<file path="config.mk">
export PLATFORM = sky130hd
export DESIGN_NAME = mem_ctrl_flat
export DESIGN_NICKNAME = d
export VERILOG_FILES = /design/src/rtl/mem_ctrl_if.sv /design/src/rtl/mem_ctrl.sv /design/src/flat_wrapper.sv
export SDC_FILE = /design/constraint.sdc
export NUM_CORES = 1
export LEC_CHECK = 0
export BUFFER_PORTS_ARGS = -buffer_cell sky130_fd_sc_hd__buf_2
export CAP_MARGIN = 20
export CORE_MARGIN = 5
export CORE_UTILIZATION = 30
export CTS_CLUSTER_DIAMETER = 80
export DETAILED_ROUTE_END_ITERATION = 6
export MAX_ROUTING_LAYER = met4
export PLACE_DENSITY = 0.49
export SYNTH_ARGS = -nofsm -noshare
export SYNTH_HDL_FRONTEND = slang
export SYNTH_SLANG_ARGS = --single-unit
</file>
<file path="constraint.sdc">
create_clock -name clk -period 3.2 [get_ports clk]
set_input_delay 0.64 -clock clk [delete_from_list [all_inputs] [get_ports clk]]
set_output_delay 0.64 -clock clk [all_outputs]
set_load 0.005 [all_outputs]
</file>
<file path="src/rtl/mem_ctrl_if.sv">
// Client and RAM bus signals of the memory controller.
// The controller takes the slave view; the surrounding pipeline/RAM takes the master view.
interface mem_ctrl_if #(
    parameter int ADDR_LEN = 32,
    parameter int DATA_LEN = 32
);
    logic [ADDR_LEN-1:0] mem_addr;
    logic [DATA_LEN-1:0] mem_wdata;
    logic [2:0]          mem_rw;
    logic [3:0]          mem_quantity;
    logic [DATA_LEN-1:0] mem_rdata;
    logic [1:0]          mem_status;
    logic [ADDR_LEN-1:0] if_addr;
    logic                if_req;
    logic                if_flush;
    logic [DATA_LEN-1:0] if_rdata;
    logic [1:0]          if_status;
    logic [7:0]          ram_din;
    logic [7:0]          ram_dout;
    logic [ADDR_LEN-1:0] ram_a;
    logic                ram_wr;

    modport master (
        output mem_addr, mem_wdata, mem_rw, mem_quantity,
        input  mem_rdata, mem_status,
        output if_addr, if_req, if_flush,
        input  if_rdata, if_status,
        output ram_din,
        input  ram_dout, ram_a, ram_wr
    );

    modport slave (
        input  mem_addr, mem_wdata, mem_rw, mem_quantity,
        output mem_rdata, mem_status,
        input  if_addr, if_req, if_flush,
        output if_rdata, if_status,
        input  ram_din,
        output ram_dout, ram_a, ram_wr
    );
endinterface

</file>
<file path="src/rtl/mem_ctrl.sv">
// Byte-serialising memory controller: MEM and IF clients share one byte-wide RAM bus,
// MEM has priority, every transaction issues exactly one RAM access per byte.
module mem_ctrl #(
    parameter int ADDR_LEN = 32,
    parameter int DATA_LEN = 32
) (
    input logic      clk,
    input logic      rst,
    mem_ctrl_if.slave bus
);
    typedef enum logic [1:0] {S_IDLE, S_READ, S_WRITE, S_DONE} state_t;

    localparam logic [1:0] ST_IDLE  = 2'b00;
    localparam logic [1:0] ST_BUSY  = 2'b01;
    localparam logic [1:0] ST_DONE  = 2'b10;
    localparam logic [2:0] RW_READ  = 3'b001;
    localparam logic [2:0] RW_WRITE = 3'b010;
    localparam logic       OWN_MEM  = 1'b0;
    localparam logic       OWN_IF   = 1'b1;

    function automatic logic [2:0] quantity_bytes(input logic [3:0] q);
        case (q)
            4'd1:    return 3'd1;
            4'd2:    return 3'd2;
            default: return 3'd4;
        endcase
    endfunction

    state_t              state_q, state_d;
    logic                owner_q, owner_d;
    logic [ADDR_LEN-1:0] addr_q, addr_d;
    logic [DATA_LEN-1:0] wdata_q, wdata_d;
    logic [2:0]          n_q, n_d;
    logic [2:0]          cnt_q, cnt_d;
    logic [DATA_LEN-1:0] rbuf_q, rbuf_d;
    logic [DATA_LEN-1:0] mem_rdata_q, mem_rdata_d;
    logic [DATA_LEN-1:0] if_rdata_q, if_rdata_d;
    logic [1:0]          mem_status_q, mem_status_d;
    logic [1:0]          if_status_q, if_status_d;
    logic [ADDR_LEN-1:0] ram_a_q, ram_a_d;
    logic [7:0]          ram_dout_q, ram_dout_d;
    logic                ram_wr_q, ram_wr_d;
    logic [1:0]          own_status;
    logic [2:0]          cnt_nx;
    logic [2:0]          byte_idx;

    // Outputs are computed one cycle ahead: cnt_q counts the active cycle (0 = C1).
    always_comb begin
        state_d     = state_q;
        owner_d     = owner_q;
        addr_d      = addr_q;
        wdata_d     = wdata_q;
        n_d         = n_q;
        cnt_d       = cnt_q;
        rbuf_d      = rbuf_q;
        mem_rdata_d = mem_rdata_q;
        if_rdata_d  = if_rdata_q;
        ram_a_d     = '0;
        ram_dout_d  = '0;
        ram_wr_d    = 1'b0;
        own_status  = ST_IDLE;
        cnt_nx      = cnt_q + 3'd1;
        byte_idx    = cnt_q - 3'd1;

        unique case (state_q)
            S_IDLE: begin
                if (bus.mem_rw == RW_READ || bus.mem_rw == RW_WRITE) begin
                    owner_d    = OWN_MEM;
                    addr_d     = bus.mem_addr;
                    wdata_d    = bus.mem_wdata;
                    n_d        = quantity_bytes(bus.mem_quantity);
                    cnt_d      = '0;
                    rbuf_d     = '0;
                    ram_a_d    = bus.mem_addr;
                    own_status = ST_BUSY;
                    if (bus.mem_rw == RW_WRITE) begin
                        state_d    = S_WRITE;
                        ram_wr_d   = 1'b1;
                        ram_dout_d = bus.mem_wdata[7:0];
                    end else begin
                        state_d = S_READ;
                    end
                end else if (bus.if_req && !bus.if_flush) begin
                    owner_d    = OWN_IF;
                    addr_d     = bus.if_addr;
                    n_d        = 3'd4;
                    cnt_d      = '0;
                    rbuf_d     = '0;
                    ram_a_d    = bus.if_addr;
                    own_status = ST_BUSY;
                    state_d    = S_READ;
                end
            end
            S_READ: begin
                if (owner_q == OWN_IF && bus.if_flush) begin
                    state_d = S_IDLE;
                end else begin
                    // Byte k comes back one cycle after its address went out.
                    if (cnt_q != 3'd0) rbuf_d[8*byte_idx +: 8] = bus.ram_din;
                    cnt_d = cnt_nx;
                    if (cnt_q == n_q) begin
                        state_d    = S_DONE;
                        own_status = ST_DONE;
                        if (owner_q == OWN_MEM) mem_rdata_d = rbuf_d;
                        else                    if_rdata_d  = rbuf_d;
                    end else begin
                        own_status = ST_BUSY;
                        if (cnt_nx < n_q) ram_a_d = addr_q + ADDR_LEN'(cnt_nx);
                    end
                end
            end
            S_WRITE: begin
                cnt_d = cnt_nx;
                if (cnt_nx == n_q) begin
                    state_d    = S_DONE;
                    own_status = ST_DONE;
                end else begin
                    own_status = ST_BUSY;
                    ram_a_d    = addr_q + ADDR_LEN'(cnt_nx);
                    ram_dout_d = wdata_q[8*cnt_nx +: 8];
                    ram_wr_d   = 1'b1;
                end
            end
            S_DONE:  state_d = S_IDLE;
            default: state_d = S_IDLE;
        endcase

        mem_status_d = (owner_d == OWN_MEM) ? own_status : ST_IDLE;
        if_status_d  = (owner_d == OWN_IF)  ? own_status : ST_IDLE;
    end

    always_ff @(posedge clk) begin
        if (rst) begin
            state_q      <= S_IDLE;
            owner_q      <= OWN_MEM;
            mem_status_q <= ST_IDLE;
            if_status_q  <= ST_IDLE;
            mem_rdata_q  <= '0;
            if_rdata_q   <= '0;
            ram_a_q      <= '0;
            ram_dout_q   <= '0;
            ram_wr_q     <= 1'b0;
        end else begin
            state_q      <= state_d;
            owner_q      <= owner_d;
            mem_status_q <= mem_status_d;
            if_status_q  <= if_status_d;
            mem_rdata_q  <= mem_rdata_d;
            if_rdata_q   <= if_rdata_d;
            ram_a_q      <= ram_a_d;
            ram_dout_q   <= ram_dout_d;
            ram_wr_q     <= ram_wr_d;
        end
    end

    // Request context is only meaningful after an accept, so it carries no reset.
    always_ff @(posedge clk) begin
        addr_q  <= addr_d;
        wdata_q <= wdata_d;
        n_q     <= n_d;
        cnt_q   <= cnt_d;
        rbuf_q  <= rbuf_d;
    end

    assign bus.mem_rdata  = mem_rdata_q;
    assign bus.mem_status = mem_status_q;
    assign bus.if_rdata   = if_rdata_q;
    assign bus.if_status  = if_status_q;
    assign bus.ram_a      = ram_a_q;
    assign bus.ram_dout   = ram_dout_q;
    assign bus.ram_wr     = ram_wr_q;
endmodule

</file>
<file path="src/flat_wrapper.sv">
// flat-port wrapper written by rule: the top's interface ports become plain ports
module mem_ctrl_flat 
#(
    parameter int ADDR_LEN = 32,
    parameter int DATA_LEN = 32
)
  (clk, rst, bus_mem_addr, bus_mem_wdata, bus_mem_rw, bus_mem_quantity, bus_mem_rdata, bus_mem_status, bus_if_addr, bus_if_req, bus_if_flush, bus_if_rdata, bus_if_status, bus_ram_din, bus_ram_dout, bus_ram_a, bus_ram_wr);
  mem_ctrl_if #(.ADDR_LEN(ADDR_LEN), .DATA_LEN(DATA_LEN)) bus_i ();
  input logic clk;
  input logic rst;
  input wire logic [$bits(bus_i.mem_addr)-1:0] bus_mem_addr;
  input wire logic [$bits(bus_i.mem_wdata)-1:0] bus_mem_wdata;
  input wire logic [$bits(bus_i.mem_rw)-1:0] bus_mem_rw;
  input wire logic [$bits(bus_i.mem_quantity)-1:0] bus_mem_quantity;
  output wire logic [$bits(bus_i.mem_rdata)-1:0] bus_mem_rdata;
  output wire logic [$bits(bus_i.mem_status)-1:0] bus_mem_status;
  input wire logic [$bits(bus_i.if_addr)-1:0] bus_if_addr;
  input wire logic [$bits(bus_i.if_req)-1:0] bus_if_req;
  input wire logic [$bits(bus_i.if_flush)-1:0] bus_if_flush;
  output wire logic [$bits(bus_i.if_rdata)-1:0] bus_if_rdata;
  output wire logic [$bits(bus_i.if_status)-1:0] bus_if_status;
  input wire logic [$bits(bus_i.ram_din)-1:0] bus_ram_din;
  output wire logic [$bits(bus_i.ram_dout)-1:0] bus_ram_dout;
  output wire logic [$bits(bus_i.ram_a)-1:0] bus_ram_a;
  output wire logic [$bits(bus_i.ram_wr)-1:0] bus_ram_wr;
  assign bus_i.mem_addr = bus_mem_addr;
  assign bus_i.mem_wdata = bus_mem_wdata;
  assign bus_i.mem_rw = bus_mem_rw;
  assign bus_i.mem_quantity = bus_mem_quantity;
  assign bus_mem_rdata = bus_i.mem_rdata;
  assign bus_mem_status = bus_i.mem_status;
  assign bus_i.if_addr = bus_if_addr;
  assign bus_i.if_req = bus_if_req;
  assign bus_i.if_flush = bus_if_flush;
  assign bus_if_rdata = bus_i.if_rdata;
  assign bus_if_status = bus_i.if_status;
  assign bus_i.ram_din = bus_ram_din;
  assign bus_ram_dout = bus_i.ram_dout;
  assign bus_ram_a = bus_i.ram_a;
  assign bus_ram_wr = bus_i.ram_wr;
  mem_ctrl #(.ADDR_LEN(ADDR_LEN), .DATA_LEN(DATA_LEN)) u_core (.clk(clk), .rst(rst), .bus(bus_i));
endmodule
</file>
==> results of run 1 <==
-- Yosys cell counts, drive strengths merged (3+ instances only) --
master	n	area share (%)
a211oi	66	5.6
a21o	3	0.23
a21oi	36	1.9
a22o	12	1.1
a22oi	35	2.7
a31oi	7	0.46
and2	6	0.39
and3	3	0.21
and4	4	0.37
buf	27	1.9
clkbuf	30	1.2
dfxtp	112	23
edfxtp	102	32
ha	17	2.2
inv	17	0.66
mux2i	10	1.0
mux4	8	1.9
nand2	142	5.6
nand2b	3	0.20
nand3	22	1.3
nand4	12	0.78
nand4b	3	0.27
nor2	123	4.8
nor2b	38	2.5
nor3	7	0.53
nor4	6	0.52
o21a	4	0.31
o21ai	7	0.37
o22ai	16	1.0
or2	3	0.20
xnor2	7	0.64
xor2	23	2.2
-- layer usage --
layer	GRT usage [%]	vias up	share of wire, %
met4	3.95	0	2.0
li1	-	3769	-
met3	3.02	35	5.5
met2	23.5	210	45
met1	21.1	3528	48
met5	-	-	0
-- layout make-up --
| cell class | count | share of cell area (%) |
|---|---|---|
| antenna | 3 | 0.0623 |
| tap | 402 | 4.17 |
| multi-input combinational | 639 | 32.9 |
| clock buffer | 39 | 6.51 |
| timing repair buffer | 248 | 11.2 |
| sequential | 214 | 44.0 |
| inverter | 17 | 0.529 |
| clock inverter | 9 | 0.623 |
-- placed cells by master (no fill, tap or decap), drive strengths merged, types with 7 or more instances in the layout --
cell / Yosys / routed
buf: 27 / 248
nand2: 142 / 142
nor2: 123 / 123
dfxtp: 112 / 112
edfxtp: 102 / 102
a211oi: 66 / 66
clkbuf: 30 / 39
nor2b: 38 / 38
a21oi: 36 / 36
a22oi: 35 / 35
xor2: 23 / 23
nand3: 22 / 22
inv: 17 / 20
ha: 17 / 17
o22ai: 16 / 16
nand4: 12 / 12
a22o: 12 / 12
mux2i: 10 / 10
mux4: 8 / 8
xnor2: 7 / 7
a31oi: 7 / 7
nor3: 7 / 7
o21ai: 7 / 7
-- through the flow --
stage | power (mW) | utilization [%]
3_3_place_gp | 7.26 | 35.4
3_5_place_dp | 7.29 | 35.4
4_1_cts | 10.3 | 38.2
6_report | 10.1 | 38.2
2_1_floorplan | 6.07 | -
5_1_grt | 10.8 | 38.2
-- worst max-delay path: stages, from the launching register on --
cell	delay [ps]
edfxtp_1	520
inv_1	160
ha_1	260
xnor2_1	140
ha_1	350
nand4b_1	200
nor2_2	540
mux2i_1	390
nor2b_1	90
-- power breakdown --
group          internal (mW)  switching, mW  leakage (nW)
Sequential              3.64          0.305          1.89
Clock                   1.77           1.16         0.431
Combinational           1.22           2.02          2.51
Total                   6.63           3.49          4.83
-- cell families after synthesis --
group / count (synthesis) / share of synthesized area, %
DFF: 214 / 55.3
buffers and inverters: 74 / 3.72
xor gates and xnor gates: 30 / 2.82
and+or+nand+nor: 378 / 18.1
adders and majority gates: 18 / 2.42
muxes: 18 / 2.92
AOI/OAI and AO/OA: 195 / 14.7
-- how the worst max path moves through the flow --
stage / from / end / slack, ps
after floorplan: bus_mem_rw[1] / u_core.wdata_q[0] / 370
after global placement: u_core.cnt_q[0] / u_core.rbuf_q[0] / 380
after detailed placement: u_core.cnt_q[0] / u_core.bus.ram_a[18] / 280
after CTS: u_core.cnt_q[0] / u_core.bus.ram_a[18] / 260
after global routing: u_core.cnt_q[0] / u_core.rbuf_q[7] / 90
final: u_core.cnt_q[0] / u_core.rbuf_q[2] / 300
-- flip-flops by register name, summed over array words and instances (netlist names), 2 cells and up --
register               cells
u_core.bus.ram_a          32
u_core.bus.mem_status      2
u_core.n_q                 3
u_core.bus.mem_rdata      32
u_core.state_q             2
u_core.wdata_q            32
u_core.bus.if_status       2
u_core.addr_q             32
u_core.cnt_q               3
u_core.bus.ram_dout        8
u_core.bus.if_rdata       32
u_core.rbuf_q             32
==> impl_metrics.toml, run 1 <==
[timing]
holdWs_ps = 284
slew_viol_final = 0
rsz0062_at_grt = "no"
relSlewSlack_pct = 50.8
fin_crit_sh_pct = 90.6
worst_slack_ps = 301
hold_viol = 0
tns_ps = 0
period_minus_slack_ps = 2900
skew_ps = 16.0
setup_viol = 0
max_freq_mhz = 345
worst_slew_pin_slew_ps = 739

[power_and_ir_drop]
ir_drop_v = 0.000380
leakage_nw = 4.83
p_per_area_nw_per_um2 = 839

[detailed_routing]
antenna_left = 0
avgRoutedWirePerCell_um = 17.5
dr.pass1.iters = 5
vias = 7542
drtIter0Drc = 341
drc = 0
wl_um = 27500
vias_per_cell = 4.80

[clock_tree]
cts.sinks = 214
root_buffer = "clkbuf_16"
cts_buffer_depth = 3
clk_pin_slew_ps = 60
insertion_delay_ps = 530
cts_tree = "done"
post_cts_resized = 0
postCtsSetupRepairBufs = 0
h-tree-depth = 1
cts-buffers-inserted = 26
hold_buffers = 0

[critical_path]
r2r-end = "u_core.rbuf_q[2]"
required_ps = 3470
r2r_slack_ps = 300
cp_data_arrival_time_ps = 3170
path_max_fanout = 9
cp-end-kind = "flop"
rr_startpoint = "u_core.cnt_q[0]"
ff2ff_path_depth = 8
crit_type = "reg -> reg"
start_kind = "flop"

[run]
max_cap_viol_count = 0

[placement]
place_ws_ps = 284
portBuffers = 223
place_inst = 1519
placed_area_um2 = 11200
dp.final_hpwl_um = 19700
place.gp.congestion = 0.814

[min_path]
hold_path.class = "in -> reg"
min-delay-start = "bus_mem_wdata[21]"
whs_endpoint = "u_core.wdata_q[21]"
hold-path-cell-count = 1

[final_layout]
fin_nets = 1279
drive_above_1_share_pct = 28.0
multi_input_area_um2 = 3960
design_area_um2 = 12100
layout-area-overhead-vs-synth_pct = 25.6
regArea_um2 = 5310
fillers = 3208
fin_cells = 1571

[synth]
synth_area_um2 = 9600
synthArstFlopShare_pct = 0
ys_ff_latch = 214
netlist_instances = 927
synth_edf_count = 102
synth_nets = 1060
synth-warning-count = 0
synthDistinctLibCells = 58
yosysSeqAreaShare_pct = 55.3
avgSynthCellArea_um2 = 10.4
synth_top_flop_cell = "dfxtp_1"

[global_routing]
grt_overflow = 0
grt_max_degree = 65
grt_first_pass_wirelength_um = 43000
grt_usage_pct = 15.3
grt_antenna_before_repair = 3
grt_pass1_vias = 7710

[floorplan]
core_um2 = 31600
die_height_um = 189
io_pins = 224
die_x_um = 189
dieArea_um2 = 35700
row_count = 65
initial_core_util_pct = 30.4

[status]
status = "complete, no violations"
(Power assumes the default switching activity.)
==> run 2: changes to the inputs <==
Settings changed: PLACE_DENSITY 0.49 to 0.54.
Clock period 3.2 ns to 3.3 ns, I/O delays scaled along.
==> impl_metrics.toml, run 2 (synthesized netlist as in run 1, its figures left out) <==
[timing]
slew_viol_final = 0
hold_viol = 0
period_minus_slack_ps = 2810
setup_viol = 0
tns_ps = 0
max_freq_mhz = 355
worst_slew_pin_slew_ps = 714
relSlewSlack_pct = 52.4
worst_slack_ps = 486
rsz0062_at_grt = "no"
fin_crit_sh_pct = 85.3
skew_ps = 12.7

[global_routing]
grt_usage_pct = 15.0
grt_antenna_before_repair = 5
grt_max_degree = 65
grt_overflow = 0
grt_first_pass_wirelength_um = 41900
grt_pass1_vias = 7466

[final_layout]
design_area_um2 = 12000
final_cell_mix = "buf_2, nand2_1, nor2_1, dfxtp_1, edfxtp_1"
regArea_um2 = 5310
layout_commonest_cell = "buf_2"
final_core_util_pct = 38.0
drive_above_1_share_pct = 27.5
multi_input_area_um2 = 3960
fillers = 3206
fin_nets = 1274
layout-area-overhead-vs-synth_pct = 25.0
fin_cells = 1567

[critical_path]
required_ps = 3570
start_kind = "flop"
cp_data_arrival_time_ps = 3080
crit_type = "reg -> reg"
cp-end-kind = "flop"
path_max_fanout = 8

[detailed_routing]
drc = 0
vias_per_cell = 4.87
antenna_left = 0
wl_um = 27200
vias = 7638
drtIter0Drc = 383
dr.pass1.iters = 5
avgRoutedWirePerCell_um = 17.4

[placement]
dp.final_hpwl_um = 19500
place_ws_ps = 449
place_inst = 1513
portBuffers = 223
placed_area_um2 = 11100
place.gp.congestion = 0.820

[power_and_ir_drop]
leakage_nw = 4.79
ir_drop_v = 0.000437
p_per_area_nw_per_um2 = 807

[floorplan]
core_um2 = 31600
initial_core_util_pct = 30.4
row_count = 65
die_x_um = 189
die_height_um = 189
io_pins = 224
dieArea_um2 = 35700

[clock_tree]
hold_buffers = 0
cts_buffer_depth = 3
insertion_delay_ps = 530
h-tree-depth = 1
post_cts_resized = 0
root_buffer = "clkbuf_16"
cts-buffers-inserted = 25
cts.sinks = 214
clk_pin_slew_ps = 60
cts_tree = "done"
postCtsSetupRepairBufs = 0

[status]
status = "complete, no violations"

[run]
max_cap_viol_count = 0

[min_path]
hold_path.class = "in -> reg"
## run 2: worst paths after layout
check                                 from                  endpoint  slack (ps)  depth (start not counted)
setup / recovery           u_core.cnt_q[1]          u_core.rbuf_q[1]         490                          8
hold / removal           bus_mem_wdata[14]        u_core.wdata_q[14]         300                          1
setup reg to reg           u_core.cnt_q[1]          u_core.rbuf_q[1]         490                          8
hold reg to reg   u_core.bus.mem_rdata[15]  u_core.bus.mem_rdata[15]         490                          2
## run 2: power by group
group	switching (mW)	internal, mW
Combinational	1.96	1.18
Sequential	0.287	3.53
Clock	1.14	1.59
Total	3.38	6.30
## run 2: final cells by class
class | instances | share of cell area (%)
multi-input combinational | 639 | 33.0
clock buffer | 37 | 6.29
clock inverter | 9 | 0.469
inverter | 17 | 0.532
timing repair buffer | 244 | 11.2
antenna | 5 | 0.104
tap | 402 | 4.19
sequential | 214 | 44.2
## run 2: critical path, stage by stage, from the launching register on
cell,delay [ps]
edfxtp_1,450
inv_1,110
ha_1,230
xnor2_1,140
ha_1,350
nand4b_1,200
nor2_2,560
mux2i_1,420
nor2b_1,90
## run 2: metrics by stage
stage	total power [mW]	hold slack (ps)
after global placement	6.94	486
after floorplan	5.88	485
final	9.68	304
after detailed placement	6.98	489
after global routing	10.3	277
after CTS	9.75	277
## run 2: metal layers
layer  up-vias  global-route usage (%)  wire length, um
li1       3779                       -                -
met1      3588                    20.8            12900
met2       232                    23.1            12200
met3        39                    2.93             1670
met4         0                    3.11              489
met5         -                       -                0
==> run 3: changes to the inputs <==
Settings changed: CORE_MARGIN 5 to 2, PLACE_DENSITY 0.54 to unset, PLACE_DENSITY_LB_ADDON set to 0.08, SLEW_MARGIN set to 20.
==> impl_metrics.toml, run 3 (synthesized netlist as in run 1, its figures left out) <==
[clock_tree]
hold_buffers = 0
cts_tree = "done"
cts_buffer_depth = 3
insertion_delay_ps = 520
h-tree-depth = 1
postCtsSetupRepairBufs = 0
clk_pin_slew_ps = 60
root_buffer = "clkbuf_16"
post_cts_resized = 0
cts.sinks = 214
cts-buffers-inserted = 25

[final_layout]
final_core_util_pct = 38.2
fillers = 3162
multi_input_area_um2 = 3960
design_area_um2 = 12000
layout-area-overhead-vs-synth_pct = 25.5
drive_above_1_share_pct = 27.6
final_cell_mix = "buf_2, nand2_1, nor2_1, dfxtp_1, edfxtp_1"
fin_nets = 1279
layout_commonest_cell = "buf_2"
regArea_um2 = 5310

[floorplan]
core_um2 = 31600
initial_core_util_pct = 30.4
die_height_um = 183
io_pins = 224
die_x_um = 183
dieArea_um2 = 33400
row_count = 65

[detailed_routing]
dr.pass1.iters = 4
top_layer = "met4"
vias = 7566
drtIter0Drc = 361
wl_um = 27600
vias_per_cell = 4.83
met2WireLength_um = 12400
wl_met3_um = 1320
antenna_left = 0
wl_met1_um = 13300
avgRoutedWirePerCell_um = 17.6
drc = 0

[timing]
setup_viol = 0
tns_ps = 0
max_freq_mhz = 332
worst_slew_pin_slew_ps = 859
worst_slack_ps = 284
fin_crit_sh_pct = 91.4
relSlewSlack_pct = 42.5
slew_viol_final = 0
period_minus_slack_ps = 3020
skew_ps = 12.7
rsz0062_at_grt = "no"
hold_viol = 0

[power_and_ir_drop]
ir_drop_v = 0.000367
leakage_nw = 4.82
p_per_area_nw_per_um2 = 813
power.total_mw = 9.79

[placement]
place_ws_ps = 261
dp.final_hpwl_um = 19900
place.gp.congestion = 0.814
placed_area_um2 = 11200
portBuffers = 223

[critical_path]
worst_path_most_repeated_cell = "ha_1"
path_max_fanout = 14
start_kind = "flop"
slowest_delay_ps = 570
crit_type = "reg -> reg"
crit_chain = "inv_1 -> ha_1 -> ha_1 -> nor2b_1 -> o21a_1 -> o41ai_4 -> nand2_2 -> o22ai_1"
required_ps = 3730
slowest_stage = "o41ai_4"
cp-end-kind = "flop"
cp_data_arrival_time_ps = 3450

[global_routing]
grt_overflow = 0
grt_antenna_before_repair = 2
grt_usage_pct = 16.6
grt_max_degree = 65
grt_pass1_vias = 7327
grt_first_pass_wirelength_um = 42100

[min_path]
hold_path.class = "in -> reg"

[run]
max_cap_viol_count = 0

[status]
status = "complete, no violations"
-- run 3: cell count changes in the layout (fill, tap and decap cells not counted), sizes merged --
cell,before,now
buf,244,249
inv,21,17
clkinv,5,11
diode,5,2
clkbuf,37,30
bufinv,0,4
-- run 3: metrics by stage --
stage | cells | hold WS (ps)
floorplan | 927 | 485
global placement | 1521 | 485
detailed placement | 1521 | 488
CTS | 1566 | 281
global route | 1568 | 292
finish | 1568 | 315
-- run 3: power breakdown --
part	switching (mW)	total, mW	internal [mW]
Sequential	0.300	3.83	3.53
Clock	1.08	2.84	1.75
Combinational	1.96	3.12	1.16
-- run 3: worst paths after layout --
path,from,endpoint,slack (ps),cells after the start
max,u_core.cnt_q[0],u_core.bus.ram_a[28],280,8
min,bus_mem_wdata[28],u_core.wdata_q[28],310,1
max reg2reg,u_core.cnt_q[0],u_core.bus.ram_a[28],280,8
min reg2reg,u_core.bus.if_rdata[21],u_core.bus.if_rdata[21],490,2
-- run 3: worst max-delay path: cells and delay by family, from the launching register on --
kind / cells / cell delay (ps)
AO/OA/AOI/OAI: 3 / 1030
adder cells (fa/ha/maj): 2 / 660
buffers and inverters: 1 / 180
flip-flops: 1 / 540
AND/OR/NAND/NOR: 2 / 510
-- run 3: area by class of cell --
type                            instances  share of cell area (%)
Antenna cell                            2                  0.0416
Timing Repair Buffer                  249                    11.3
Tap cell                              402                    4.18
Clock buffer                           30                    5.60
Sequential cell                       214                    44.1
Multi-Input combinational cell        639                    32.9
Inverter                               17                   0.530
Clock inverter                         15                    1.38
-- run 3: layer usage --
metal | track usage (%) | vias to the layer above
met5 | - | -
met4 | 3.78 | 0
met3 | 2.62 | 39
met2 | 25.8 | 206
met1 | 22.8 | 3533
li1 | - | 3788
